===== src/rtl/me_pkg.sv =====
// Shared constants, widths and state encoding for the
// motion-estimation search controller.
package me_pkg;

    localparam int NUM_PE  = 16;
    localparam int BLK_DIM = 16;
    localparam int WIN_DIM = 32;
    localparam int CNT_W   = 13;
    localparam int AR_W    = 8;
    localparam int AS_W    = 10;
    localparam int VEC_W   = 4;

    localparam logic [CNT_W-1:0] COUNT_LAST = 13'd4111;

    typedef enum logic [1:0] {
        IDLE = 2'd0,
        RUN  = 2'd1,
        DONE = 2'd2
    } state_t;

endpackage


===== src/rtl/me_control_if.sv =====
// Controller-to-datapath bundle: start/abort in, addresses,
// PE strobes, motion vector and comparator control out.
interface me_control_if;
    import me_pkg::*;

    logic              start;
`ifdef ME_CTRL_ABORT_EN
    logic              abort;
`endif
    logic [AR_W-1:0]   AddressR;
    logic [AS_W-1:0]   AddressS1;
    logic [AS_W-1:0]   AddressS2;
    logic [NUM_PE-1:0] S1S2mux;
    logic [NUM_PE-1:0] NewDist;
    logic [NUM_PE-1:0] PEready;
    logic [VEC_W-1:0]  VectorX;
    logic [VEC_W-1:0]  VectorY;
    logic              CompStart;
    logic              busy;

`ifdef ME_CTRL_ABORT_EN
    modport master (
        input  start, abort,
        output AddressR, AddressS1, AddressS2, S1S2mux,
        output NewDist, PEready, VectorX, VectorY,
        output CompStart, busy
    );
    modport slave (
        output start, abort,
        input  AddressR, AddressS1, AddressS2, S1S2mux,
        input  NewDist, PEready, VectorX, VectorY,
        input  CompStart, busy
    );
`else
    modport master (
        input  start,
        output AddressR, AddressS1, AddressS2, S1S2mux,
        output NewDist, PEready, VectorX, VectorY,
        output CompStart, busy
    );
    modport slave (
        output start,
        input  AddressR, AddressS1, AddressS2, S1S2mux,
        input  NewDist, PEready, VectorX, VectorY,
        input  CompStart, busy
    );
`endif

endinterface


===== src/rtl/me_addr_gen.sv =====
// Combinational count -> reference/search address and
// per-PE S1/S2 operand select decode.
module me_addr_gen
    import me_pkg::*;
(
    input  logic              en_i,
    input  logic [11:0]       cnt_i,
    output logic [AR_W-1:0]   addr_r_o,
    output logic [AS_W-1:0]   addr_s1_o,
    output logic [AS_W-1:0]   addr_s2_o,
    output logic [NUM_PE-1:0] mux_o
);

    logic [4:0] row;
    logic [3:0] col;

    assign row = {1'b0, cnt_i[11:8]} + {1'b0, cnt_i[7:4]};
    assign col = cnt_i[3:0];

    // col < 16, so row*32+col and row*32+col+16 are pure concatenations
    always_comb begin
        addr_r_o  = '0;
        addr_s1_o = '0;
        addr_s2_o = '0;
        mux_o     = '0;
        if (en_i) begin
            addr_r_o  = cnt_i[7:0];
            addr_s1_o = {row, 1'b0, col};
            addr_s2_o = {row, 1'b1, col};
            for (int i = 0; i < NUM_PE; i++) begin
                mux_o[i] = (col >= i[3:0]);
            end
        end
    end

endmodule


===== src/rtl/me_control.sv =====
// Full-search ME controller: IDLE/RUN/DONE sequencer over 4112 cycles.
// Optional ME_CTRL_ABORT_EN adds an abort input that returns RUN to IDLE.
module me_control
    import me_pkg::*;
(
    input logic         clk,
    input logic         rst_n,
    me_control_if.master bus
);

    state_t             state_q, state_d;
    logic [CNT_W-1:0]   cnt_q, cnt_d;
    logic [VEC_W-1:0]   vx_q, vx_d;
    logic [VEC_W-1:0]   vy_q, vy_d;
    logic               run;
    logic               pe_hit;
    logic               nd_hit;
    logic [3:0]         pe_idx;
    logic [AR_W-1:0]    addr_r;
    logic [AS_W-1:0]    addr_s1;
    logic [AS_W-1:0]    addr_s2;
    logic [NUM_PE-1:0]  mux;

    always_ff @(posedge clk or negedge rst_n) begin
        if (!rst_n) begin
            state_q <= IDLE;
            cnt_q   <= '0;
            vx_q    <= '0;
            vy_q    <= '0;
        end else begin
            state_q <= state_d;
            cnt_q   <= cnt_d;
            vx_q    <= vx_d;
            vy_q    <= vy_d;
        end
    end

    always_comb begin
        state_d = state_q;
        cnt_d   = cnt_q;
        unique case (state_q)
            IDLE, DONE: begin
                if (bus.start) begin
                    state_d = RUN;
                    cnt_d   = '0;
                end
            end
            RUN: begin
                if (cnt_q == COUNT_LAST) begin
                    state_d = DONE;
                end else begin
                    cnt_d = cnt_q + 1'b1;
                end
            end
            default: begin
                state_d = IDLE;
                cnt_d   = '0;
            end
        endcase
`ifdef ME_CTRL_ABORT_EN
        if (state_q == RUN && bus.abort) begin
            state_d = IDLE;
            cnt_d   = '0;
        end
`endif
    end

    assign run    = (state_q == RUN);
    assign pe_idx = cnt_q[3:0];
    assign nd_hit = run && !cnt_q[12] && (cnt_q[7:4] == 4'd0);
    assign pe_hit = run && (cnt_q[12:8] != 5'd0)
                        && (cnt_q[7:4] == 4'd0);

    // i-8 flips the MSB; (row-1)-8 == row-9 modulo 16
    always_comb begin
        vx_d = vx_q;
        vy_d = vy_q;
        if (pe_hit) begin
            vx_d = {~pe_idx[3], pe_idx[2:0]};
            vy_d = 4'(cnt_q[11:8] - 4'd9);
        end
    end

    me_addr_gen u_addr (
        .en_i      (run),
        .cnt_i     (cnt_q[11:0]),
        .addr_r_o  (addr_r),
        .addr_s1_o (addr_s1),
        .addr_s2_o (addr_s2),
        .mux_o     (mux)
    );

    assign bus.AddressR  = addr_r;
    assign bus.AddressS1 = addr_s1;
    assign bus.AddressS2 = addr_s2;
    assign bus.S1S2mux   = mux;
    assign bus.NewDist   = nd_hit ? (NUM_PE'(1) << pe_idx) : '0;
    assign bus.PEready   = pe_hit ? (NUM_PE'(1) << pe_idx) : '0;
    assign bus.VectorX   = vx_d;
    assign bus.VectorY   = vy_d;
    assign bus.CompStart = (state_q == DONE)
                        || (run && cnt_q != '0);
    assign bus.busy      = run;

endmodule


===== src/flat_wrapper.sv =====
// flat-port wrapper written by rule: the top's interface ports become plain ports
module me_control_flat import me_pkg::*;
  (clk, rst_n, bus_start, bus_AddressR, bus_AddressS1, bus_AddressS2, bus_S1S2mux, bus_NewDist, bus_PEready, bus_VectorX, bus_VectorY, bus_CompStart, bus_busy);
  me_control_if bus_i ();
  input logic clk;
  input logic rst_n;
  input wire logic [$bits(bus_i.start)-1:0] bus_start;
  output wire logic [$bits(bus_i.AddressR)-1:0] bus_AddressR;
  output wire logic [$bits(bus_i.AddressS1)-1:0] bus_AddressS1;
  output wire logic [$bits(bus_i.AddressS2)-1:0] bus_AddressS2;
  output wire logic [$bits(bus_i.S1S2mux)-1:0] bus_S1S2mux;
  output wire logic [$bits(bus_i.NewDist)-1:0] bus_NewDist;
  output wire logic [$bits(bus_i.PEready)-1:0] bus_PEready;
  output wire logic [$bits(bus_i.VectorX)-1:0] bus_VectorX;
  output wire logic [$bits(bus_i.VectorY)-1:0] bus_VectorY;
  output wire logic [$bits(bus_i.CompStart)-1:0] bus_CompStart;
  output wire logic [$bits(bus_i.busy)-1:0] bus_busy;
  assign bus_i.start = bus_start;
  assign bus_AddressR = bus_i.AddressR;
  assign bus_AddressS1 = bus_i.AddressS1;
  assign bus_AddressS2 = bus_i.AddressS2;
  assign bus_S1S2mux = bus_i.S1S2mux;
  assign bus_NewDist = bus_i.NewDist;
  assign bus_PEready = bus_i.PEready;
  assign bus_VectorX = bus_i.VectorX;
  assign bus_VectorY = bus_i.VectorY;
  assign bus_CompStart = bus_i.CompStart;
  assign bus_busy = bus_i.busy;
  me_control u_core (.clk(clk), .rst_n(rst_n), .bus(bus_i));
endmodule

===== config.mk =====
export PLATFORM = sky130hd
export DESIGN_NAME = me_control_flat
export DESIGN_NICKNAME = d
export VERILOG_FILES = /design/src/rtl/me_pkg.sv /design/src/rtl/me_control_if.sv /design/src/rtl/me_addr_gen.sv /design/src/rtl/me_control.sv /design/src/flat_wrapper.sv
export SDC_FILE = /design/constraint.sdc
export NUM_CORES = 1
export LEC_CHECK = 0
export CELL_PAD_IN_SITES_DETAIL_PLACEMENT = 0
export CELL_PAD_IN_SITES_GLOBAL_PLACEMENT = 1
export CORE_MARGIN = 1
export CORE_UTILIZATION = 29
export CTS_CLUSTER_DIAMETER = 60
export DETAILED_ROUTE_END_ITERATION = 8
export HOLD_SLACK_MARGIN = 0.1
export PLACE_DENSITY_LB_ADDON = 0.1
export SLEW_MARGIN = 20
export SYNTH_ARGS = -nofsm -noshare
export SYNTH_HDL_FRONTEND = slang
export SYNTH_SLANG_ARGS = --single-unit

===== constraint.sdc =====
create_clock -name clk -period 2.8 [get_ports clk]
set_input_delay 0.56 -clock clk [delete_from_list [all_inputs] [get_ports clk]]
set_output_delay 0.56 -clock clk [all_outputs]
set_load 0.005 [all_outputs]

==> metrics.txt <==
Routed Antenna Nets 0; largest net degree at the start of global routing 24; Post-Syn Nets 268; CP Class reg -> out; Mapped Avg Cell Area 7.840 sq um; CTS tree done; Placeable Area 0.006459 sq mm; Worst Path Required 2.24 ns; Worst-Skew Late Latency 0.27 ns; CP peak stage delay 0.44 ns; synthesized flop and latch total 23; largest cells by area after synthesis dfrtp_1, and3_1, ha_1; status finished, violations left; Worst slew margin 66.94%; failing checks design-rule violations; clk sink count 23; layout cells sized above 1 18.91%; post-synth top area cell dfrtp_1; Max Cap Viol 0; internal power 1.290 mW; Tot GR Track Use 18.39%; CTS Root Cell clkbuf_8; cell area after synthesis 0.001976 sq mm; final net count 366; CP Launch Type flop; Area Overhead vs Synth 58.45%; die area 0.007147 sq mm; Worst Hold Launch u_core.vy_q[2]; Initial Utilization 30.59%; Met3 Routed Length 458 um; fmax 0.3702 GHz; Die W 84.54 um; hold path endpoint u_core.vy_q[2]; RR Startpoint u_core.cnt_q[5]; worst path cell trace inv_2, ha_1, or3b_4, o211ai_2, buf_6, nor2_2, clkdlybuf4s50_1; antenna diode count 0; Worst R2R Path Depth 5; TritonCTS Buffers 3; sequential power share 21.0%; Max VDD drop 354.0 uV; Die Ht 84.54 um; sequential fraction of the synthesis area 29.13%; Clock H-tree levels 1; vias in the first global route 2063; combinational share of power 69.2%; clock share of power 9.8%; Netlist cell types 41; clk slew on worst S/H paths 0.09 ns; number of flops mapped to enable cells by yosys 0; most frequent cells after synthesis and3_1, nand2_1, nor2_1, dfrtp_1, buf_4; Fin. Hold Viols 0; PD cells 691.9 mW/mm^2; Cells after Synth 252; DP Area 0.002939 sq mm; initial antenna violation count 0; Port-buffer cells 87; post-route design area 0.003131 sq mm; Crit. End Element primary output; Ports 89; # hold bufs at CTS 0; reg2reg end u_core.cnt_q[4]; hpwl dp 4716 um; crit path time final 2.701 ns; drt first pass iters 6; slowest cell on the critical path clkdlybuf4s50_1; CP arrival 2.14 ns; actual slew at the worst max-slew pin 0.4916 ns; row cnt 29; initial DRC count 91; via/cell ratio 4.941; via count 2105; final number of setup-violating endpoints 0; Placer Congestion 0.7477; reg2reg setup slack 0.63 ns; WHS Path Cells 2; ys flop type dfrtp_1; Max Used Layer met4; top-count cell post-synth and3_1; asr flop ratio synth 100.0%; residual DRC count 6; Buf/Inv on CP 3; Hold Path Class reg -> reg; TNS Setup 0 ns; first-pass GRT wire length 10550 um; RSZ-0062 raised after global routing false; filler cell count 648; switching part of the total 40.46%; post-synth top area share 29.13%; Final Max Slew Viols 0; maximum root-to-sink buffer count 2; leakage 1.757 nW; clk_skew 0.008278 ns; met2 wire len 2988 um; DR WL/cell 15.20 um; crit-path leading delay family buffers and inverters; Total Wirelength 6474 um; gr ovfl total 0; yosys warns 0; switching power 0.8763 mW; crit-path max FO 9; final worst-path cycle share 96.47%; Post-Route M1 WL 2987 um
worst min-delay path, stage by stage, from the launching register on:
cell     delay, ns
dfrtp_1       0.34
nand2_1       0.05
o21ai_2       0.06
worst max-delay path by stage:
stage                    startpoint               end  slack, ns  cells after the start
floorplan           u_core.cnt_q[9]    bus_VectorX[1]       0.35                      8
global placement    u_core.cnt_q[4]    bus_NewDist[4]       0.14                      5
detailed placement  u_core.cnt_q[8]    bus_VectorX[1]       0.08                      8
CTS                 u_core.cnt_q[8]    bus_PEready[1]      -0.07                      7
global route        u_core.cnt_q[8]  bus_AddressS1[9]      0.004                      8
finish              u_core.cnt_q[8]   bus_PEready[15]        0.1                      7
layer usage:
layer | up-vias | global-route usage [%]
met1 | 978 | 24.74
li1 | 1055 | -
met2 | 70 | 30.45
met4 | 0 | 4.622
met5 | - | 0
met3 | 2 | 3.441
cell families (layout without fill, tap and decap cells):
logic type,after synthesis,count (layout),synth area share (%)
muxes,1,1,0.5699
other,1,1,0.1898
DFF,23,23,29.13
buffers and inverters,47,144,12.60
AOI/OAI and AO/OA,43,43,15.83
xor gates and xnor gates,3,3,1.330
and+or+nand+nor,121,121,31.73
adders and majority gates,13,13,8.613
placed cells by master, fill, tap and decap left out, types with 4 or more instances in the layout:
cell type / netlist / final
nor3_1: 15 / 11
buf_6: 0 / 4
and2_1: 5 / 5
ha_1: 12 / 11
inv_1: 14 / 12
clkdlybuf4s50_1: 0 / 40
dfrtp_1: 23 / 22
nand3_1: 6 / 6
o21ai_0: 15 / 14
nand2_1: 24 / 23
dlygate4sd2_1: 0 / 35
nor2b_1: 6 / 6
a21oi_1: 8 / 7
a221o_1: 4 / 4
and3_1: 27 / 27
dlymetal6s2s_1: 0 / 7
a211o_1: 4 / 4
nor2_1: 24 / 23
buf_4: 16 / 34
cell type report:
type,count,area [sq um],share of cell area [%]
clock inverters,1,5.005,0.1599
inverters,14,52.55,1.679
well taps,77,96.34,3.078
flip-flops and latches,23,576.8,18.43
repair buffers,126,1150,36.73
clock buffers,3,41.29,1.319
multi-input cells,182,1209,38.61
power groups by stage:
stage          sequential, mW  combinational, mW  clock, mW
6_report                0.456               1.50      0.212
5_1_grt                 0.468               1.62      0.230
4_1_cts                 0.453               1.48      0.223
3_5_place_dp            0.460               1.37          0
3_3_place_gp            0.457               1.39          0
2_1_floorplan           0.435              0.680          0
state kept, by name, indices dropped and copies added, names as in the netlist:
| signal | count |
|---|---|
| u_core.cnt_q | 13 |
| u_core.vy_q | 4 |
| u_core.vx_q | 4 |
| u_core.state_q | 2 |
stage by stage:
stage          util, %  setup WS [ns]  hold slack (ns)  instances  total power [mW]
2_1_floorplan        -         0.3495           0.2644        252             1.115
5_1_grt          48.47       0.004315           0.5084        426             2.323
6_report         48.47        0.09877           0.4786        426             2.166
3_3_place_gp     45.51         0.1418           0.4748        407             1.844
4_1_cts          47.37       -0.07434           0.5010        421             2.153
3_5_place_dp     45.51        0.08129           0.4788        407             1.827
timing repair:
action | CTS | global route
resized for setup | 54 | 25
pin swaps | 2 | 3
endpoints found under the hold margin | 0 | 0
cloned | 1 | 0
endpoints found under the setup margin | 42 | 16
setup buffers | 9 | 5
No activity file was read; power rests on OpenSTA's default activity.
